File: src/rtl/ps2_morse_pkg.sv
// ps2_morse_pkg
//    Shared definitions for the PS/2 keyboard to Morse path: Set-2 prefix
//    bytes, the scan-code decoder state encoding, the 6-bit character codes
//    and the scan-code to character lookup. The lookup is also used by
//    morse_code_encoder, so both blocks agree on the character numbering.
package ps2_morse_pkg;

   localparam logic [7:0] SC_BREAK = 8'hF0;
   localparam logic [7:0] SC_EXT   = 8'hE0;

   typedef enum logic [1:0] {
      S_IDLE,
      S_BREAK,
      S_EXT,
      S_EXT_BREAK
   } ps2_state_e;

   localparam logic [5:0] CHAR_NONE  = 6'd0;
   localparam logic [5:0] CHAR_A     = 6'd1;
   localparam logic [5:0] CHAR_0     = 6'd27;
   localparam logic [5:0] CHAR_SPACE = 6'd37;

   // Letters map to 1..26, digits to 27..36, space to 37; anything else
   // returns CHAR_NONE, which callers treat as "nothing to queue".
   function automatic logic [5:0] scan_to_char(input logic [7:0] sc);
      logic [5:0] c;
      c = CHAR_NONE;
      case (sc)
         8'h1C: c = CHAR_A + 6'd0;
         8'h32: c = CHAR_A + 6'd1;
         8'h21: c = CHAR_A + 6'd2;
         8'h23: c = CHAR_A + 6'd3;
         8'h24: c = CHAR_A + 6'd4;
         8'h2B: c = CHAR_A + 6'd5;
         8'h34: c = CHAR_A + 6'd6;
         8'h33: c = CHAR_A + 6'd7;
         8'h43: c = CHAR_A + 6'd8;
         8'h3B: c = CHAR_A + 6'd9;
         8'h42: c = CHAR_A + 6'd10;
         8'h4B: c = CHAR_A + 6'd11;
         8'h3A: c = CHAR_A + 6'd12;
         8'h31: c = CHAR_A + 6'd13;
         8'h44: c = CHAR_A + 6'd14;
         8'h4D: c = CHAR_A + 6'd15;
         8'h15: c = CHAR_A + 6'd16;
         8'h2D: c = CHAR_A + 6'd17;
         8'h1B: c = CHAR_A + 6'd18;
         8'h2C: c = CHAR_A + 6'd19;
         8'h3C: c = CHAR_A + 6'd20;
         8'h2A: c = CHAR_A + 6'd21;
         8'h1D: c = CHAR_A + 6'd22;
         8'h22: c = CHAR_A + 6'd23;
         8'h35: c = CHAR_A + 6'd24;
         8'h1A: c = CHAR_A + 6'd25;
         8'h45: c = CHAR_0 + 6'd0;
         8'h16: c = CHAR_0 + 6'd1;
         8'h1E: c = CHAR_0 + 6'd2;
         8'h26: c = CHAR_0 + 6'd3;
         8'h25: c = CHAR_0 + 6'd4;
         8'h2E: c = CHAR_0 + 6'd5;
         8'h36: c = CHAR_0 + 6'd6;
         8'h3D: c = CHAR_0 + 6'd7;
         8'h3E: c = CHAR_0 + 6'd8;
         8'h46: c = CHAR_0 + 6'd9;
         8'h29: c = CHAR_SPACE;
         default: c = CHAR_NONE;
      endcase
      return c;
   endfunction

endpackage

File: src/rtl/char_fifo.sv
// char_fifo
//    Synchronous show-ahead FIFO: rd_data always shows the head entry, and a
//    pop simply advances past it. A push into a full FIFO is accepted only
//    when a pop happens in the same cycle; otherwise it is refused.
// Ports:
//    clk, rst_n   clock and asynchronous active-low reset
//    push         write push_data this cycle
//    push_data    entry to write
//    pop          consume the head entry (ignored when empty)
//    rd_data      head entry
//    full, empty  occupancy flags
//    level        occupancy, 0..DEPTH
module char_fifo #(
   parameter int DEPTH = 8,
   parameter int WIDTH = 6
) (
   input  logic                       clk,
   input  logic                       rst_n,
   input  logic                       push,
   input  logic [WIDTH-1:0]           push_data,
   input  logic                       pop,
   output logic [WIDTH-1:0]           rd_data,
   output logic                       full,
   output logic                       empty,
   output logic [$clog2(DEPTH):0]     level
);

   localparam int AW = $clog2(DEPTH);
   typedef logic [AW-1:0] ptr_t;
   typedef logic [AW:0]   lvl_t;

   logic [WIDTH-1:0] mem_q [DEPTH];
   ptr_t wr_ptr_q, wr_ptr_d;
   ptr_t rd_ptr_q, rd_ptr_d;
   lvl_t level_q, level_d;
   logic do_push, do_pop;

   // Pointers are AW bits wide and DEPTH is a power of two, so the natural
   // overflow of the increment is the modulo-DEPTH wrap.
   always_comb begin
      do_pop   = pop && (level_q != '0);
      do_push  = push && ((level_q != lvl_t'(DEPTH)) || do_pop);
      wr_ptr_d = wr_ptr_q;
      rd_ptr_d = rd_ptr_q;
      level_d  = level_q;
      if (do_push) wr_ptr_d = wr_ptr_q + ptr_t'(1);
      if (do_pop)  rd_ptr_d = rd_ptr_q + ptr_t'(1);
      if (do_push && !do_pop) level_d = level_q + lvl_t'(1);
      if (do_pop && !do_push) level_d = level_q - lvl_t'(1);
   end

   always_ff @(posedge clk or negedge rst_n) begin
      if (!rst_n) begin
         wr_ptr_q <= '0;
         rd_ptr_q <= '0;
         level_q  <= '0;
         for (int i = 0; i < DEPTH; i++) mem_q[i] <= '0;
      end else begin
         wr_ptr_q <= wr_ptr_d;
         rd_ptr_q <= rd_ptr_d;
         level_q  <= level_d;
         if (do_push) mem_q[wr_ptr_q] <= push_data;
      end
   end

   assign rd_data = mem_q[rd_ptr_q];
   assign full    = (level_q == lvl_t'(DEPTH));
   assign empty   = (level_q == '0);
   assign level   = level_q;

endmodule

File: src/rtl/ps2_scancode_buffer.sv
// ps2_scancode_buffer
//    Decodes raw PS/2 Set-2 bytes into 6-bit character codes (make codes
//    only; break and extended sequences are swallowed), optionally drops
//    typematic repeats of the held key, and queues the characters for the
//    Morse encoder behind a valid/ready handshake.
// Ports:
//    clk, rst_n                 clock and asynchronous active-low reset
//    ps2_received_data          scan-code byte from ps2_controller
//    ps2_received_data_strb     byte valid this cycle
//    char_code                  head-of-queue character code
//    char_valid                 queue not empty
//    char_ready                 encoder takes char_code this cycle
//    fifo_level                 queue occupancy
//    overflow                   sticky: a character was dropped on a full queue
module ps2_scancode_buffer
   import ps2_morse_pkg::*;
#(
   parameter int DEPTH           = 8,
   parameter bit SUPPRESS_REPEAT = 1'b1
) (
   input  logic                      clk,
   input  logic                      rst_n,
   input  logic [7:0]                ps2_received_data,
   input  logic                      ps2_received_data_strb,
   output logic [5:0]                char_code,
   output logic                      char_valid,
   input  logic                      char_ready,
   output logic [$clog2(DEPTH):0]    fifo_level,
   output logic                      overflow
);

   ps2_state_e state_q, state_d;
   logic [7:0] held_q, held_d;
   logic       overflow_q, overflow_d;
   logic       push;
   logic [5:0] push_code;
   logic       fifo_full, fifo_empty, pop_en;

   // Decoder: only strobed bytes move the FSM. The held key remembers the
   // last make so that auto-repeat can be recognised and so that a break
   // only clears it when it names that same key.
   always_comb begin
      state_d   = state_q;
      held_d    = held_q;
      push      = 1'b0;
      push_code = scan_to_char(ps2_received_data);
      if (ps2_received_data_strb) begin
         case (state_q)
            S_IDLE: begin
               if (ps2_received_data == SC_BREAK) begin
                  state_d = S_BREAK;
               end else if (ps2_received_data == SC_EXT) begin
                  state_d = S_EXT;
               end else if (!(SUPPRESS_REPEAT && (ps2_received_data == held_q))) begin
                  held_d = ps2_received_data;
                  push   = (push_code != CHAR_NONE);
               end
            end
            S_BREAK: begin
               if (ps2_received_data == held_q) held_d = 8'h00;
               state_d = S_IDLE;
            end
            S_EXT: begin
               state_d = (ps2_received_data == SC_BREAK) ? S_EXT_BREAK : S_IDLE;
            end
            default: begin
               state_d = S_IDLE;
            end
         endcase
      end
   end

   // A push into a full queue survives only if the head is leaving in the
   // same cycle; otherwise the character is lost and that is latched.
   always_comb begin
      pop_en     = char_valid && char_ready;
      overflow_d = overflow_q || (push && fifo_full && !pop_en);
   end

   always_ff @(posedge clk or negedge rst_n) begin
      if (!rst_n) begin
         state_q    <= S_IDLE;
         held_q     <= 8'h00;
         overflow_q <= 1'b0;
      end else begin
         state_q    <= state_d;
         held_q     <= held_d;
         overflow_q <= overflow_d;
      end
   end

   char_fifo #(
      .DEPTH (DEPTH),
      .WIDTH (6)
   ) u_fifo (
      .clk       (clk),
      .rst_n     (rst_n),
      .push      (push),
      .push_data (push_code),
      .pop       (pop_en),
      .rd_data   (char_code),
      .full      (fifo_full),
      .empty     (fifo_empty),
      .level     (fifo_level)
   );

   assign char_valid = !fifo_empty;
   assign overflow   = overflow_q;

endmodule

File: config.mk
export PLATFORM = sky130hd
export DESIGN_NAME = ps2_scancode_buffer
export DESIGN_NICKNAME = d
export VERILOG_FILES = /design/src/rtl/ps2_morse_pkg.sv /design/src/rtl/char_fifo.sv /design/src/rtl/ps2_scancode_buffer.sv
export SDC_FILE = /design/constraint.sdc
export NUM_CORES = 1
export LEC_CHECK = 0
export CAP_MARGIN = 25
export CORE_MARGIN = 1
export CORE_UTILIZATION = 30
export DETAILED_ROUTE_END_ITERATION = 12
export PLACE_DENSITY_LB_ADDON = 0.2
export SYNTH_ARGS = -nofsm -noshare
export SYNTH_HDL_FRONTEND = slang
export SYNTH_SLANG_ARGS = --single-unit
File: constraint.sdc
create_clock -name clk -period 3.6 [get_ports clk]
set_input_delay 0.72 -clock clk [delete_from_list [all_inputs] [get_ports clk]]
set_output_delay 0.72 -clock clk [all_outputs]
set_load 0.03 [all_outputs]
==> results of run 1 <==
metrics by stage:
stage | area [µm²] | hold slack [ps] | TNS [ps]
5_1_grt | 5440 | 494 | 0
3_5_place_dp | 5140 | 474 | -1950
3_3_place_gp | 5140 | 469 | -1300
2_1_floorplan | 4300 | 424 | -1.21
4_1_cts | 5440 | 488 | 0
6_report | 5440 | 492 | 0
registers in the layout (all words and copies together) (netlist names):
| signal | count |
|---|---|
| overflow | 1 |
| u_fifo.rd_ptr_q | 3 |
| u_fifo.wr_ptr_q | 3 |
| held_q | 8 |
| state_q | 2 |
| u_fifo.level | 4 |
| u_fifo.mem_q | 48 |
routing by layer:
metal,global-route usage,wire [µm],vias up
met1,0.213,5180,1689
met4,0.0401,76,0
li1,-,-,1609
met3,0.0307,285,7
met2,0.271,5310,48
met5,0,0,-
kinds of logic (layout without fill, tap and decap cells):
| kind of cell | count (synthesis) | in the layout | share of synthesized area |
|---|---|---|---|
| mux | 34 | 34 | 0.126 |
| buf+inv | 46 | 134 | 0.0519 |
| fa+ha+maj | 13 | 13 | 0.0403 |
| flops | 69 | 69 | 0.409 |
| simple gates | 100 | 100 | 0.130 |
| xor+xnor | 16 | 16 | 0.0332 |
| compound gates | 110 | 110 | 0.209 |
cell type report:
cell class,instances,area share
clock buffer,12,0.0472
clock inverter,4,0.00414
inverter,22,0.0159
multi-input combinational,273,0.431
sequential,69,0.318
tap,176,0.0405
timing repair buffer,96,0.144
worst paths after layout:
kind	from	endpoint	slack [ps]	cells past startpoint
worst min-delay path	u_fifo.mem_q[4]	u_fifo.mem_q[4]	490	1
min in group asynchronous	rst_n	state_q[1]	600	2
worst max register to register	held_q[3]	u_fifo.level[3]	1070	14
worst min register to register	u_fifo.mem_q[4]	u_fifo.mem_q[4]	490	1
worst max-delay path	ps2_received_data[3]	u_fifo.level[3]	180	15
max in group asynchronous	rst_n	u_fifo.mem_q[29]	2410	2
power by group through the flow:
stage          Combinational [µW]  Sequential [µW]  Clock [µW]
5_1_grt                      1640             1360         877
4_1_cts                      1520             1320         846
3_5_place_dp                 1510             1320           0
3_3_place_gp                 1490             1320           0
2_1_floorplan                1050             1250           0
6_report                     1500             1320         826
what timing repair did:
action / 4_1_cts / 5_1_grt
buffers inserted: 2 / 0
endpoints found under the setup margin: 2 / 0
resized for setup: 2 / 0
cells in the final DEF, fill, tap and decap left out, types with 12 or more instances in the layout:
master            n
inv_1            19
o21ai_1          12
dfrtp_1          69
nand2_1          28
a21oi_1          13
mux2_2           15
buf_4            72
a22o_1           32
mux4_2           13
clkdlybuf4s50_1  20
nor2_1           15
worst register-to-register path: stages (launching register included):
cell and delay, ps:
dfrtp_1 390, xor2_1 150, nor4_1 70, buf_4 130, a211oi_2 310, nand2_1 140, inv_1 130, o21ai_4 90
ha_4 190, ha_4 200, a21o_1 160, a21oi_2 120, xnor2_1 120, nor2_1 70, xor2_1 130
==> results.md, run 1 <==
* Syn nets at 413
* Final count of hold timing violations at 0
* Area of the multi-input gates at 2340 µm²
* CTS tree: yes
* Status: complete, no violations
* Final setup viols at 0
* Final Net Count at 496
* Top Ports at 24
* Maximum vdd drop at 0.000375 V
* Final WL at 10900 µm
* Main synth FF type: dfrtp_1
* Hold-fix buffers at CTS at 0
* Vias at 3353
* Switching power at 1300 µW
* Worst path cell trace: clkdlybuf4s50_1, buf_12, and2_4, nand2b_1, mux4_2, o211ai_4, nand4b_4, o21ai_4, ha_4, ha_4, a21o_1, a21oi_2, xnor2_1, nor2_1, xor2_1
* Placed cell count at 634
* Largest net degree at the start of global routing at 70
* Vias in the first global route at 3529
* Post-Syn Area per Cell at 10.9 µm²
* Gpl congestion at 0.805
* Combinational share of power at 0.410
* Clock buffer count from CTS at 9
* Residual DRC count at 0
* Max-cap violations at 0
* Root Buffer: clkbuf_16
* CTS H-tree depth at 3
* Tightest Hold Check Type: reg2reg
* Critical path arrival at 3640 ps
* First-pass GRT wire length at 18300 µm
* Post-synthesis async set-or-reset flop share at 1.00
* Post-synth top cells: 69 x dfrtp_1, 32 x a22o_1, 28 x nand2_1
* Net Sw Frac at 0.357
* Slew HR at 0.389
* CP max stage cell: mux4_2
* Initial Util at 0.312
* FMAX at 0.292 GHz
* Clk Latency, worst-skew pair at 330 ps
* Gr ovfl total at 0
* Share of layout cells above drive strength 1 at 0.305
* N_diodes at 0
* Final Non-Filler Cells at 652
* Cell family with most CP delay: compound AO/OA/AOI/OAI gates
* Die H at 121 µm
* DRT iter0 DRCs at 158
* Synth top area cells: dfrtp_1 41%, mux4_2 6.9%, a22o_1 6.6%
* Hpwl dp at 8020 µm
* Clk sink count at 69
* Area grow syn2layout at 28.8%
* Post-synth top area share at 0.409
* Clk slew on worst S/H paths at 50 ps
* Core Util, Final at 0.403
* Register area at 1730 µm²
* Synth Warn # at 0
* FILL cells at 1313
* Antenna-violating nets left at 0
* RSZ-0062 raised after global routing: false
* Core box area at 13500 µm²
* Slew Limit Fails at 0
* Crit. End Element: flop
* Initial antenna violation count at 0
* Critical Path Source Type: input pin
* Clk network pwr share at 0.227
* Row Count at 42
* Required time worst endpoint at 3810 ps
* Skew final at 4.32 ps
* Most common cell in the netlist: dfrtp_1
* P_int at 2340 µW
* Longest Clk Path Bufs at 2
* GRT Util Overall at 0.161
* Fin crit period at 3420 ps
* Sequential Power Share at 0.363
* PD cells at 670 nW/µm²
* Area leader, netlist: dfrtp_1
* Die X at 121 µm
* Static Leak at 0.00244 µW
* Die area at 14500 µm²
* Buf/Inv on CP at 2
* Worst-path fanout max at 23
* Worst setup path category: in2reg
* Slowest stage delay, CP at 490 ps
* Post-synthesis sequential area ratio at 0.409
* Seq cells post-synth at 69
* IO Port Bufs at 23
* Netlist cell types at 67
* Critical Path Most Common Cell: ha_4
* Mapped Area at 4220 µm²
* First-pass DRT Iterations at 4
* Final worst path period share at 0.951
* Post-Syn Instances at 388
* Final worst setup slack at 176 ps
* Place WS at -492 ps
* Routed wire per std cell at 16.6 µm
* Post-synth EDFFs at 0
* Total power at 3640 µW
* Worst-Margin Slew at 916 ps
* Via density per instance at 5.14
Power figures use the tool's default switching activity.
==> inputs of run 2 (changes only) <==
--- a/config.mk
+++ b/config.mk
@@ -9,7 +9,7 @@
 export CORE_MARGIN = 1
 export CORE_UTILIZATION = 30
 export DETAILED_ROUTE_END_ITERATION = 12
-export PLACE_DENSITY_LB_ADDON = 0.2
+export PLACE_DENSITY = 0.54
 export SYNTH_ARGS = -nofsm -noshare
 export SYNTH_HDL_FRONTEND = slang
 export SYNTH_SLANG_ARGS = --single-unit
==> constraint.sdc (replaced) <==
create_clock -name clk -period 3.35 [get_ports clk]
set_input_delay 0.67 -clock clk [delete_from_list [all_inputs] [get_ports clk]]
set_output_delay 0.67 -clock clk [all_outputs]
set_load 0.03 [all_outputs]
==> results.md, run 2 (synthesis gave the netlist of run 1 again) <==
* FILL cells at 1271 (-3.2%)
* Final setup viols at 0 (unchanged)
* Initial Util at 0.312 (unchanged)
* Worst-path fanout max at 7 (-70%)
* Tightest Hold Check Type: in2async
* Largest register FFs at 48 (unchanged)
* Maximum vdd drop at 0.000409 V (+9.1%)
* Die X at 121 µm (unchanged)
* Clock buffer count from CTS at 9 (unchanged)
* FMAX at 0.306 GHz
* IO Port Bufs at 23 (unchanged)
* Root Buffer: clkbuf_16
* Final count of hold timing violations at 0 (unchanged)
* Total power at 3980 µW (+9.2%)
* Clk sink count at 69 (unchanged)
* Area grow syn2layout at 35.3%
* Row Count at 42 (unchanged)
* Die area at 14500 µm² (unchanged)
* Core box area at 13500 µm² (unchanged)
* Share of layout cells above drive strength 1 at 0.354 (+0.0489)
* CTS tree: yes
* Reg2reg end: u_fifo.level[3]
* Final worst path period share at 0.976
* CTS H-tree depth at 3 (unchanged)
* Commonest non-fill, non-tap cell in the layout: buf_4
* Worst setup endpoint: u_fifo.level[3]
* Die H at 121 µm (unchanged)
* Vias at 3441 (+2.6%)
* Clk Latency, worst-skew pair at 330 ps (about the same)
* Residual DRC count at 0 (unchanged)
* PD cells at 697 nW/µm² (+4.0%)
* Required time worst endpoint at 3560 ps (-250 ps)
* Slew Limit Fails at 0 (unchanged)
* N_diodes at 0 (unchanged)
* Critical path arrival at 3480 ps (-160 ps)
* Fin crit period at 3270 ps
* DRT iter0 DRCs at 114 (-28%)
* First-pass DRT Iterations at 4 (unchanged)
* Worst setup path category: in2reg
* Clk slew on worst S/H paths at 60 ps (about the same)
* Vias in the first global route at 3590 (+1.7%)
* Worst-Margin Slew at 695 ps (-222 ps)
* Largest net degree at the start of global routing at 30 (-57%)
* Largest reg by FF count: u_fifo.mem_q
* Crit. End Element: flop
* GRT Util Overall at 0.166 (+0.00520)
* Reg-to-reg slack, setup at 820 ps (-250 ps)
* Gr ovfl total at 0 (unchanged)
* Final Net Count at 515 (+3.8%)
* Antenna-violating nets left at 0 (unchanged)
* Most frequent cells in the layout: 82 x buf_4, 69 x dfrtp_1, 32 x a22o_1, 28 x nand2_1, 19 x inv_1
* FF-to-FF Start: state_q[1]
* Initial antenna violation count at 0 (unchanged)
* Status: complete, no violations
* Slew HR at 0.537 (+0.148)
* Max-cap violations at 0 (unchanged)
* Static Leak at 0.00260 µW (+6.5%)
* Top Ports at 24 (unchanged)
* CP startpoint: ps2_received_data[0]
* Longest Clk Path Bufs at 2 (unchanged)
* Via density per instance at 5.13 (-0.28%)
* Skew final at 8.80 ps (+4.48 ps)
* Critical Path Source Type: input pin
* First-pass GRT wire length at 18900 µm (+3.1%)
* Routed wire per std cell at 16.9 µm (+1.2%)
* Final WL at 11300 µm (+4.2%)
* Setup TNS at 0 ps (unchanged)
* Hpwl dp at 8190 µm (+2.0%)
* Worst reg2reg path depth at 12 (-2)
* RSZ-0062 raised after global routing: true
* Gpl congestion at 0.848 (+5.4%)
## run 2: stage by stage
| step | utilization | setup WS [ps] | cells | area [µm²] | hold slack, ps |
|---|---|---|---|---|---|
| finish | 0.423 | 79.1 | 671 | 5710 | 269 |
| global route | 0.423 | -39.0 | 671 | 5710 | 296 |
| CTS | 0.415 | 9.51 | 664 | 5610 | 282 |
| detailed placement | 0.385 | -712 | 641 | 5200 | 472 |
| global placement | 0.385 | -623 | 641 | 5200 | 470 |
| floorplan | - | -201 | 388 | 4300 | 374 |
## run 2: critical path, cell delays in order
cell and delay [ps]:
buf_8 100, buf_6 130, ha_4 180, mux2_4 280
a31oi_4 200, a221oi_4 110, a2111oi_4 390, nand4b_4 160
o21ai_4 230, ha_4 190, ha_4 190, a21o_1 160
a21oi_2 130, xnor2_1 120, nor2_1 70, xor2_1 150
## run 2: area by class of cell
class                           count  area [µm²]  share of cell area
Multi-Input combinational cell    273        2410               0.422
Sequential cell                    69        1730               0.302
Timing Repair Buffer              115         987               0.173
Clock buffer                       11         243              0.0425
Tap cell                          176         220              0.0386
Inverter                           22        88.8              0.0156
Clock inverter                      5        35.0             0.00614
## run 2: metal layers
metal / vias to the layer above / track usage / part of all wire
met5: - / 0 / 0
met4: 0 / 0.0378 / 0.0075
met3: 9 / 0.0325 / 0.037
met2: 70 / 0.270 / 0.48
met1: 1711 / 0.228 / 0.47
li1: 1651 / - / -
## run 2: report_power, final
| part | internal, µW | total [µW] | switching (µW) |
|---|---|---|---|
| Sequential | 1130 | 1420 | 296 |
| Combinational | 887 | 1670 | 778 |
| Clock | 522 | 889 | 367 |
| Total | 2540 | 3980 | 1440 |
## run 2: how the worst min path moves through the flow
stage                     cells past startpoint                to  slack (ps)
after CTS                                     1        state_q[1]         280
after global routing                          1        state_q[1]         300
final                                         1        state_q[1]         270
after detailed placement                      1  u_fifo.mem_q[10]         470
after floorplan                               0         held_q[0]         370
after global placement                        1   u_fifo.mem_q[4]         470
## run 2: repair_timing
item                       CTS  global route
hold buffers                 0             0
gates cloned                 1             1
setup buffers                6             6
pin swaps                   11            13
resized for setup           19            18
setup endpoints to repair    3             1
==> inputs of run 3 (changes only) <==
==> constraint.sdc (replaced) <==
create_clock -name clk -period 4.1 [get_ports clk]
set_input_delay 0.82 -clock clk [delete_from_list [all_inputs] [get_ports clk]]
set_output_delay 0.82 -clock clk [all_outputs]
set_load 0.03 [all_outputs]
==> results.md, run 3 (synthesis gave the netlist of run 1 again) <==
* Final count of hold timing violations at 0 (unchanged)
* Worst-Margin Slew at 783 ps (+88.7 ps)
* Post_cts resized at 0 (-19)
* Tightest Hold Check Type: reg2reg
* Top Ports at 24 (unchanged)
* Area grow syn2layout at 25.6%
* Final worst setup slack at 200 ps (+121 ps)
* Longest Clk Path Bufs at 2 (unchanged)
* Status: complete, no violations
* Final setup viols at 0 (unchanged)
* Clk Latency, worst-skew pair at 340 ps (about the same)
* Hold EP: overflow
* Final Cell Area at 5300 µm² (-7.1%)
* Max-cap violations at 0 (unchanged)
* Required time worst endpoint at 4310 ps (+750 ps)
* Initial antenna violation count at 0 (unchanged)
* Hold_ws at 494 ps (+225 ps)
* Worst path cell trace: clkdlybuf4s50_1, buf_4, ha_1, mux2_4, a31oi_4, a221oi_4, a2111oi_4, nand4b_4, o21ai_2, ha_1, ha_1, a21o_1, a21oi_1, xnor2_1, nor2_1, xor2_1
* Share of layout cells above drive strength 1 at 0.264 (-0.0893)
* Final Net Count at 478 (-7.2%)
* Commonest non-fill, non-tap cell in the layout: dfrtp_1
* Initial Util at 0.312 (unchanged)
* DRT iter0 DRCs at 189 (+66%)
* GRT Util Overall at 0.162 (-0.00442)
* CTS H-tree depth at 3 (unchanged)
* RSZ-0062 raised after global routing: false
* Worst reg2reg path depth at 13 (+1)
* FMAX at 0.256 GHz
* Hold-critical path depth at 1
* Largest register FFs at 48 (unchanged)
* Slew HR at 0.478 (-0.0592)
* Hold-fix buffers at CTS at 0 (unchanged)
* Vias in the first global route at 3419 (-4.8%)
* Reg-to-reg slack, setup at 1290 ps (+470 ps)
* First-pass GRT wire length at 18200 µm (-3.4%)
* CTS tree: yes
* Met2 Track Usage GR at 0.255 (-0.0151)
* Row Count at 42 (unchanged)
* Clk slew on worst S/H paths at 60 ps (about the same)
* Routed wire per std cell at 17.4 µm (+3.0%)
* Clock buffer count from CTS at 9 (unchanged)
* Antenna-violating nets left at 0 (unchanged)
* FF-to-FF Start: held_q[1]
* PD cells at 621 nW/µm² (-11%)
* Critical Path Source Type: input pin
* Critical Path Most Common Cell: ha_1
* Die area at 14500 µm² (unchanged)
* Largest reg by FF count: u_fifo.mem_q
* Top Usage Layer GRT: met2
* Crit. End Element: flop
* Hold Crit Start: overflow
* Gpl congestion at 0.876 (+3.2%)
* Die X at 121 µm (unchanged)
* CP max stage cell: clkdlybuf4s50_1
* Most frequent cells in the layout: 69 x dfrtp_1, 54 x buf_4, 32 x a22o_1, 28 x nand2_1, 22 x clkdlybuf4s50_1
* Worst setup path category: in2reg
* IO Port Bufs at 23 (unchanged)
* Postcts setup bufs at 0 (-6)
* Met1 usage at 0.223 (-0.00561)
* Maximum vdd drop at 0.000399 V (-2.5%)
* Residual DRC count at 0 (unchanged)
* First-pass DRT Iterations at 4 (unchanged)
* Via density per instance at 5.19 (+1.2%)
* M3 GR Usage at 0.0307 (-0.00189)
* Root Buffer: clkbuf_16
* Die H at 121 µm (unchanged)
* Hpwl dp at 8120 µm (-0.83%)
* Slew Limit Fails at 0 (unchanged)
* Clk sink count at 69 (unchanged)
* Fin crit period at 3900 ps
* Setup TNS at 0 ps (unchanged)
* Skew final at 13.9 ps (+5.10 ps)
* Slowest stage delay, CP at 430 ps (+40 ps)
* Reg2reg end: u_fifo.level[3]
* Final WL at 11000 µm (-2.7%)
* Critical path arrival at 4110 ps (+630 ps)
* Final worst path period share at 0.951
* Vias at 3291 (-4.4%)
* Largest net degree at the start of global routing at 38 (+27%)
* Place WS at -243 ps (+469 ps)
* Static Leak at 0.00237 µW (-8.7%)
* N_diodes at 0 (unchanged)
* Gr ovfl total at 0 (unchanged)
* Core box area at 13500 µm² (unchanged)
* DP Area at 4950 µm² (-4.7%)
* Worst-path fanout max at 7 (unchanged)
-- run 3: changes by cell type in the layout (fill, tap and decap cells not counted), moves of 2 or more --
cell             previous run  this run
buf_4                      82        54
clkinv_2                    2         0
inv_1                      19        21
bufinv_16                   0         2
clkdlybuf4s50_1            16        22
buf_6                       6         0
dlymetal6s2s_1              2         0
nand2b_1                    8        10
ha_4                        5         0
ha_1                        7        11
nand2b_4                    2         0
-- run 3: worst max-delay path, delay by kind of cell --
family | cells | cell delay, ps
AOI/OAI and AO/OA | 6 | 1190
adders and majority gates | 3 | 700
buffers and inverters | 2 | 610
muxes | 1 | 300
xor gates and xnor gates | 2 | 270
and+or+nand+nor | 2 | 210
-- run 3: final cells by class --
cell class | instances | area (µm²)
Inverter | 22 | 82.6
Multi-Input combinational cell | 273 | 2290
Sequential cell | 69 | 1730
Fill cell | 1304 | 8210
Clock buffer | 9 | 225
Clock inverter | 7 | 105
Tap cell | 176 | 220
Timing Repair Buffer | 78 | 651
-- run 3: worst max path at each step --
stage / startpoint / to / slack, ps / cells past startpoint
3_5_place_dp: ps2_received_data[0] / u_fifo.level[3] / -240 / 16
2_1_floorplan: ps2_received_data[1] / u_fifo.level[3] / 70 / 16
3_3_place_gp: ps2_received_data[0] / u_fifo.level[3] / -200 / 16
6_report: ps2_received_data[0] / u_fifo.level[3] / 200 / 16
5_1_grt: ps2_received_data[0] / u_fifo.level[3] / 50 / 16
4_1_cts: ps2_received_data[0] / u_fifo.level[3] / 110 / 16
-- run 3: per-layer routing --
metal	wire length [µm]	part of all wire	vias up
met5	0	0	-
met2	5150	0.47	56
li1	-	-	1574
met3	338	0.031	20
met1	5300	0.48	1641
met4	210	0.019	0
-- run 3: report_power, final --
group / switching (µW) / leakage (µW) / internal (µW)
Sequential: 237 / 0.000867 / 921
Combinational: 607 / 0.00134 / 665
Clock: 320 / 0.000159 / 542
Total: 1160 / 0.00237 / 2130
-- run 3: through the flow --
stage / std cells / util / total power [µW]
6_report: 634 / 0.392 / 3290
5_1_grt: 634 / 0.392 / 3490
4_1_cts: 634 / 0.391 / 3320
3_5_place_dp: 618 / 0.367 / 2440
3_3_place_gp: 618 / 0.367 / 2420
2_1_floorplan: 388 / - / 1990
